$ cat config.mk
export PLATFORM = sky130hd
export DESIGN_NAME = fifo_access_sched
export DESIGN_NICKNAME = d
export VERILOG_FILES = /design/src/rtl/fifo_access_sched.sv
export SDC_FILE = /design/constraint.sdc
export NUM_CORES = 1
export LEC_CHECK = 0
export BUFFER_PORTS_ARGS = -buffer_cell sky130_fd_sc_hd__buf_2
export CAP_MARGIN = 20
export CORE_MARGIN = 4
export CORE_UTILIZATION = 40
export CTS_BUF_LIST = sky130_fd_sc_hd__clkbuf_2
export CTS_CLUSTER_SIZE = 24
export DETAILED_ROUTE_END_ITERATION = 10
export PLACE_DENSITY = 0.82
export SETUP_SLACK_MARGIN = 0.1
export SKIP_LAST_GASP = 1
export SLEW_MARGIN = 20
export SYNTH_ARGS = -nofsm -noshare
export SYNTH_HDL_FRONTEND = slang
export SYNTH_SLANG_ARGS = --single-unit
export TNS_END_PERCENT = 100
$ cat constraint.sdc
create_clock -name clock -period 2.1 [get_ports clock]
set_input_delay 0.42 -clock clock [delete_from_list [all_inputs] [get_ports clock]]
set_output_delay 0.42 -clock clock [all_outputs]
set_load 0.02 [all_outputs]
$ cat src/rtl/fifo_access_sched.sv
`default_nettype none
// ============================================================================
// Module   : fifo_access_sched
// Brief    : Arbitrates two byte writers and one reader onto a single-port
//            FIFO, alternating writes and reads whenever both contend.
// Revision : 1.0 - initial release
// ============================================================================
module fifo_access_sched (
    input  logic       clock,
    input  logic       reset,
    input  logic       req0,
    input  logic [7:0] din0,
    output logic       gnt0,
    input  logic       req1,
    input  logic [7:0] din1,
    output logic       gnt1,
    input  logic       rd_req,
    output logic       rd_gnt,
    output logic       rd_valid,
    output logic [7:0] rd_data,
    output logic       fifo_wn,
    output logic       fifo_rn,
    output logic [7:0] fifo_din,
    input  logic [7:0] fifo_dout,
    input  logic       fifo_full,
    input  logic       fifo_empty,
    output logic [3:0] level
);

    localparam logic [3:0] C_LEVEL_MAX = 4'd8;

    typedef enum logic [1:0] {
        OP_NONE = 2'd0,
        OP_WR   = 2'd1,
        OP_RD   = 2'd2
    } op_t;

    op_t        r_last_op;
    op_t        w_last_op_nxt;
    logic       r_rr;
    logic       w_rr_nxt;
    logic [3:0] r_level;
    logic [3:0] w_level_nxt;
    logic       r_rd_valid;

    logic       w_wr_elig;
    logic       w_rd_elig;
    logic       w_do_wr;
    logic       w_do_rd;
    logic       w_sel;

    always_ff @(posedge clock or posedge reset) begin
        if (reset) begin
            r_last_op  <= OP_NONE;
            r_rr       <= 1'b0;
            r_level    <= 4'd0;
            r_rd_valid <= 1'b0;
        end else begin
            r_last_op  <= w_last_op_nxt;
            r_rr       <= w_rr_nxt;
            r_level    <= w_level_nxt;
            r_rd_valid <= w_do_rd;
        end
    end

    always_comb begin
        w_last_op_nxt = r_last_op;
        w_rr_nxt      = r_rr;
        w_level_nxt   = r_level;
        w_do_wr       = 1'b0;
        w_do_rd       = 1'b0;
        gnt0          = 1'b0;
        gnt1          = 1'b0;
        rd_gnt        = 1'b0;
        fifo_wn       = 1'b0;
        fifo_rn       = 1'b0;
        fifo_din      = 8'h00;

        // Eligibility is masked by reset so every issue output reads 0 while reset is held.
        w_wr_elig = (req0 | req1) & ~fifo_full & ~reset;
        w_rd_elig = rd_req & ~fifo_empty & ~reset;
        w_sel     = (req0 & req1) ? r_rr : req1;

        if (w_wr_elig && w_rd_elig) begin
            if (r_last_op == OP_WR) begin
                w_do_rd = 1'b1;
            end else begin
                w_do_wr = 1'b1;
            end
        end else if (w_wr_elig) begin
            w_do_wr = 1'b1;
        end else if (w_rd_elig) begin
            w_do_rd = 1'b1;
        end

        if (w_do_wr) begin
            fifo_wn       = 1'b1;
            gnt0          = ~w_sel;
            gnt1          = w_sel;
            fifo_din      = w_sel ? din1 : din0;
            w_rr_nxt      = ~w_sel;
            w_last_op_nxt = OP_WR;
            if (r_level != C_LEVEL_MAX) begin
                w_level_nxt = r_level + 4'd1;
            end
        end

        if (w_do_rd) begin
            fifo_rn       = 1'b1;
            rd_gnt        = 1'b1;
            w_last_op_nxt = OP_RD;
            if (r_level != 4'd0) begin
                w_level_nxt = r_level - 4'd1;
            end
        end
    end

    assign rd_valid = r_rd_valid;
    assign rd_data  = fifo_dout;
    assign level    = r_level;

endmodule
`default_nettype wire

Yosys cells after proc, flatten, opt, wreduce, memory -nomap -nowiden
Cells that the tools add are included. W data, S select, Z words.

Bits in registers: 8. Output and inout bits: 26.

Add/sub/neg operators: 2. Equality and inequality tests: 2. Multiplexer cells: 20. Bitwise gates (word level): 10. Reduce and logical (&&, ||, !) cells: 3.

Operators with widths (count): $mux W4 (4); $mux W8 (2); $mux W1 (12); $and A1 B1 Y1 (5); $add A4 B1 Y4 const B (1); $mux W2 (2); $ne A4 B4 Y1 const B (1); $not A1 Y1 (4); $reduce_bool A4 Y1 (1); $sub A4 B1 Y4 const B (1); $eq A2 B1 Y1 const B (1); $reduce_bool A2 Y1 (1); $logic_and A1 B1 Y1 (1); $or A1 B1 Y1 (1).

Longest topological paths before layout
Word-level depth: 8. Mapped depth: 6. Mapped depth without buffers: 6.

Least setup slack after synthesis
OpenSTA, ideal clock, no wires.

Path kind: in2out. From: input port reset. To: output port rd_gnt. Data arrival time: 1.543 ns. Required time: 1.680 ns. Slack: 0.137 ns. Cell stages on the path: 3. Buffers on the path: 1. Cells stage by stage: or3b_1 > a21oi_1 > buf_4.

Word-level cells in the longest chain between the ends: 6. Elaborated cells between the ends (all ways): 8. Those cells by class: 4 x mux; 3 x bitwise; 1 x reduce/logical.

RTL lines: start: declaration (RTL line 10) `input logic reset,`; $not A1 Y1 * (RTL line 80, 81); $and A1 B1 Y1 (RTL line 81) `w_rd_elig = rd_req & ~fifo_empty & ~reset;`; $mux W1 (RTL line 92) `end else if (w_rd_elig) begin`; $mux W1 (RTL line 90) `end else if (w_wr_elig) begin`; $mux W1 * (RTL line 84) `if (w_wr_elig && w_rd_elig) begin`; $mux W1 *; end: declaration (RTL line 18) `output logic rd_gnt,`.

Mark *: on every way between the ends. The rest lies on a longest branch, timed or not.

Worst setup path in the final report
From: register r_last_op[0]. To: output port gnt0.

Word-level cells in the longest chain between the ends: 4.

RTL lines: start: declaration (RTL line 38) `op_t r_last_op;`; start signal: assignment (RTL line 59) `r_last_op <= w_last_op_nxt;`; $eq A2 B1 Y1 (RTL line 85) `if (r_last_op == OP_WR) begin`; $mux W1 (RTL line 85); $mux W1 (RTL line 84); $mux W1 (RTL line 96) `if (w_do_wr) begin`; end: declaration (RTL line 13) `output logic gnt0,`.

Every way passes these cells.

==> impl_metrics.toml <==
[status]
status = "complete, no violations"

[power_and_ir_drop]
cellPowerDensity_nw_per_um2 = 845
power.static_leakage_nw = 0.524
power_mw = 0.814
max-vdd-ir-drop_mv = 0.629

[sta]
timing_worst_slew_pin_value_ps = 447
setup_violations = 0
grt_setup_unrepaired = "yes"
timing.final.max_slew_violations = 0
maxClockFrequency_mhz = 486
period_share_pct = 98.0
worst_max_slew_margin_expressed_relative_to_the_limit_pct = 70.1
fin_worst_skew_ps = 4.64
final_hold_viol_count = 0
timing.setup.tns_ps = 0
min_period_ps = 2060

[worst_setup_path]
worst_ep_arrival_time_ps = 1640
worstRegToRegCells = 6
required_ps = 1680
timing.critical_path.from = "r_last_op[0]$_DFFE_PP0P_"
worst_setup_path_end_kind = "output pin"
worst_setup_sp_type = "register"
timing.rr.end = "level[2]$_DFF_PP0_"
largest_fanout_on_the_critical_path = 6
worstReg2RegStart = "r_last_op[0]$_DFFE_PP0P_"
rrSetupSlack_ps = 500
timing_worst_setup_path_type = "reg2out"

[global_route]
gr-total-overflow = 0
grt_pass1_wl_mm = 3.00
grt_start_max_net_pins = 11
first_global_vias = 732
grt_util_overall_pct = 15.0
antenna_found_initial = 0

[cts]
cts.path.max_buffers = 2
cts_tree = "yes"
cts.clk_slew.worst_paths_ps = 70
cts.htree.levels = 1
tritoncts.num_buffers = 3
numClockSinks = 8
ctsRootBufferMaster = "sky130_fd_sc_hd__clkbuf_2"
clk-insertion-delay-late_ps = 230
postCtsHoldBufs = 0

[cells_and_area]
fraction_of_final_layout_cells_sized_beyond_drive_strength_1_pct = 49.2
num_antenna_cells = 0
layout-area-overhead-vs-synth_pct = 35.1
final_core_util_pct = 60.4
nNetsFinal = 155
layout.filler_cells = 150

[logic_synthesis]
average_cell_area_after_synthesis_sq_um = 8.80
postSynth.topFlopCell = "sky130_fd_sc_hd__dfrtp_1"
synth_fp_nets = 114
synthDistinctLibCells = 33
asyncSetResetFlopFracSynth_pct = 100
netlist_top_cells_area = "sky130_fd_sc_hd__dfrtp_1 (28%), sky130_fd_sc_hd__mux2i_1 (11%), sky130_fd_sc_hd__buf_4 (11%)"
number_of_synthesized_register_bits = 8
synth_area_leader_cell = "sky130_fd_sc_hd__dfrtp_1"
synth_enable_flop_cells = 0
synth_largest_type_area_fraction_pct = 28.1
synth_cells = 81
post_synth_instance_area_sq_um = 713
synth-warning-count = 0
synth-seq-area-share_pct = 28.1

[routing]
remaining_drc_errors = 0
routed_via_density = 5.28
postRouteAntennaNets = 0
wl_per_cell_um = 14.0
drt_pre_antenna_iters = 4
finalWirelength_mm = 2.01
vias = 760
initialDrtViolationCount = 13

[placement]
globalplace.congestion = 0.766
portBuffers = 40
placed_wire_length_estimate_mm = 1.48

[floorplanning]
design.die.area_sq_um = 2520
die_w_um = 50.2
initial_core_util_pct = 44.7
floorplan.rows = 14
pin_count = 57
fp.coreArea_sq_um = 1590
die_height_um = 50.2

[job]
cap_violations = 0

[min_path]
type_of_the_worst_min_delay_path = "in2async"
==> per-stage QoR <==
stage	instances	area (sq um)	worst slack [ps]	hold WS [ps]
floorplan	81	713	137	244
global placement	137	886	143	442
detailed placement	137	886	110	446
CTS	142	920	62.4	206
global route	144	963	2.83	231
finish	144	963	42.8	205
==> worst max path at each step <==
stage,cells after the start,endpoint
4_1_cts,5,gnt0
3_5_place_dp,6,gnt0
3_3_place_gp,6,gnt0
6_report,5,gnt0
2_1_floorplan,3,rd_gnt
5_1_grt,5,gnt0
==> worst max-delay path, stage by stage (launching register included) <==
cell and delay [ps]:
sky130_fd_sc_hd__dfrtp_1 390, sky130_fd_sc_hd__and4bb_2 270, sky130_fd_sc_hd__or3_4 390, sky130_fd_sc_hd__clkinv_2 70
sky130_fd_sc_hd__and2_1 110, sky130_fd_sc_hd__buf_2 160
==> Yosys cell counts (2+ instances only) <==
cell type,instances
sky130_fd_sc_hd__ha_1,2
sky130_fd_sc_hd__nand2_1,3
sky130_fd_sc_hd__mux2i_1,8
sky130_fd_sc_hd__buf_4,10
sky130_fd_sc_hd__nand2b_1,2
sky130_fd_sc_hd__inv_1,6
sky130_fd_sc_hd__nor2_1,11
sky130_fd_sc_hd__xnor2_1,2
sky130_fd_sc_hd__o22a_1,2
sky130_fd_sc_hd__a21oi_1,2
sky130_fd_sc_hd__o21ai_0,3
sky130_fd_sc_hd__nand3_1,2
sky130_fd_sc_hd__dfrtp_1,8
==> per-layer routing <==
layer  vias to the layer above  share of wire [%]  wire length, um  track usage [%]
met3                        12                6.2              124             4.14
met4                         0                2.8               57             5.53
met5                         -                  0                0                0
met2                        37                 54             1090             28.0
met1                       357                 37              747             15.7
li1                        354                  -                -                -
==> placed cells by master (no fill, tap or decap), drive strengths merged, types with 2 or more instances in the layout <==
cell type	netlist	final
clkbuf	0	3
o22a	2	2
xnor2	2	2
buf	11	46
or3	1	2
nand2b	2	2
ha	2	2
a21oi	3	3
nor2	12	12
nand3	2	2
mux2i	8	8
dfrtp	8	8
nand2	3	3
inv	6	6
o21ai	3	3
==> timing repair <==
item | in CTS | in global routing
gates resized for setup | 1 | 12
setup endpoints to repair | 10 | 10
setup buffers | 1 | 2
cloned | 1 | 0
==> final cells by class <==
type	instances	area [sq um]	area share (%)
Multi-Input combinational cell	56	419	43.5
Timing Repair Buffer	46	272	28.2
Sequential cell	8	200	20.8
Tap cell	24	30.0	3.12
Inverter	7	27.5	2.86
Clock buffer	3	15.0	1.56
==> where the power goes <==
group | total, mW | internal, mW | switching, mW
clock network | 0.0879 | 0.0389 | 0.0491
logic | 0.447 | 0.202 | 0.245
registers | 0.279 | 0.209 | 0.0703
total | 0.814 | 0.449 | 0.365
==> sequential cells by signal, summed over array words and instances (netlist names) <==
register	cells
level	4
rd_valid	1
r_last_op	2
r_rr	1
==> kinds of logic (layout without fill, tap and decap cells) <==
group                      count (synthesis)  after routing  synth area share [%]
AOI/OAI and AO/OA                         17             17                  19.3
xor gates and xnor gates                   2              2                  2.46
adders and majority gates                  2              2                  3.51
buffers and inverters                     18             56                  15.1
DFF                                        8              8                  28.1
muxes                                      8              8                  11.2
and+or+nand+nor                           26             27                  20.4
Note: power is estimated with default switching activity, not from simulation.
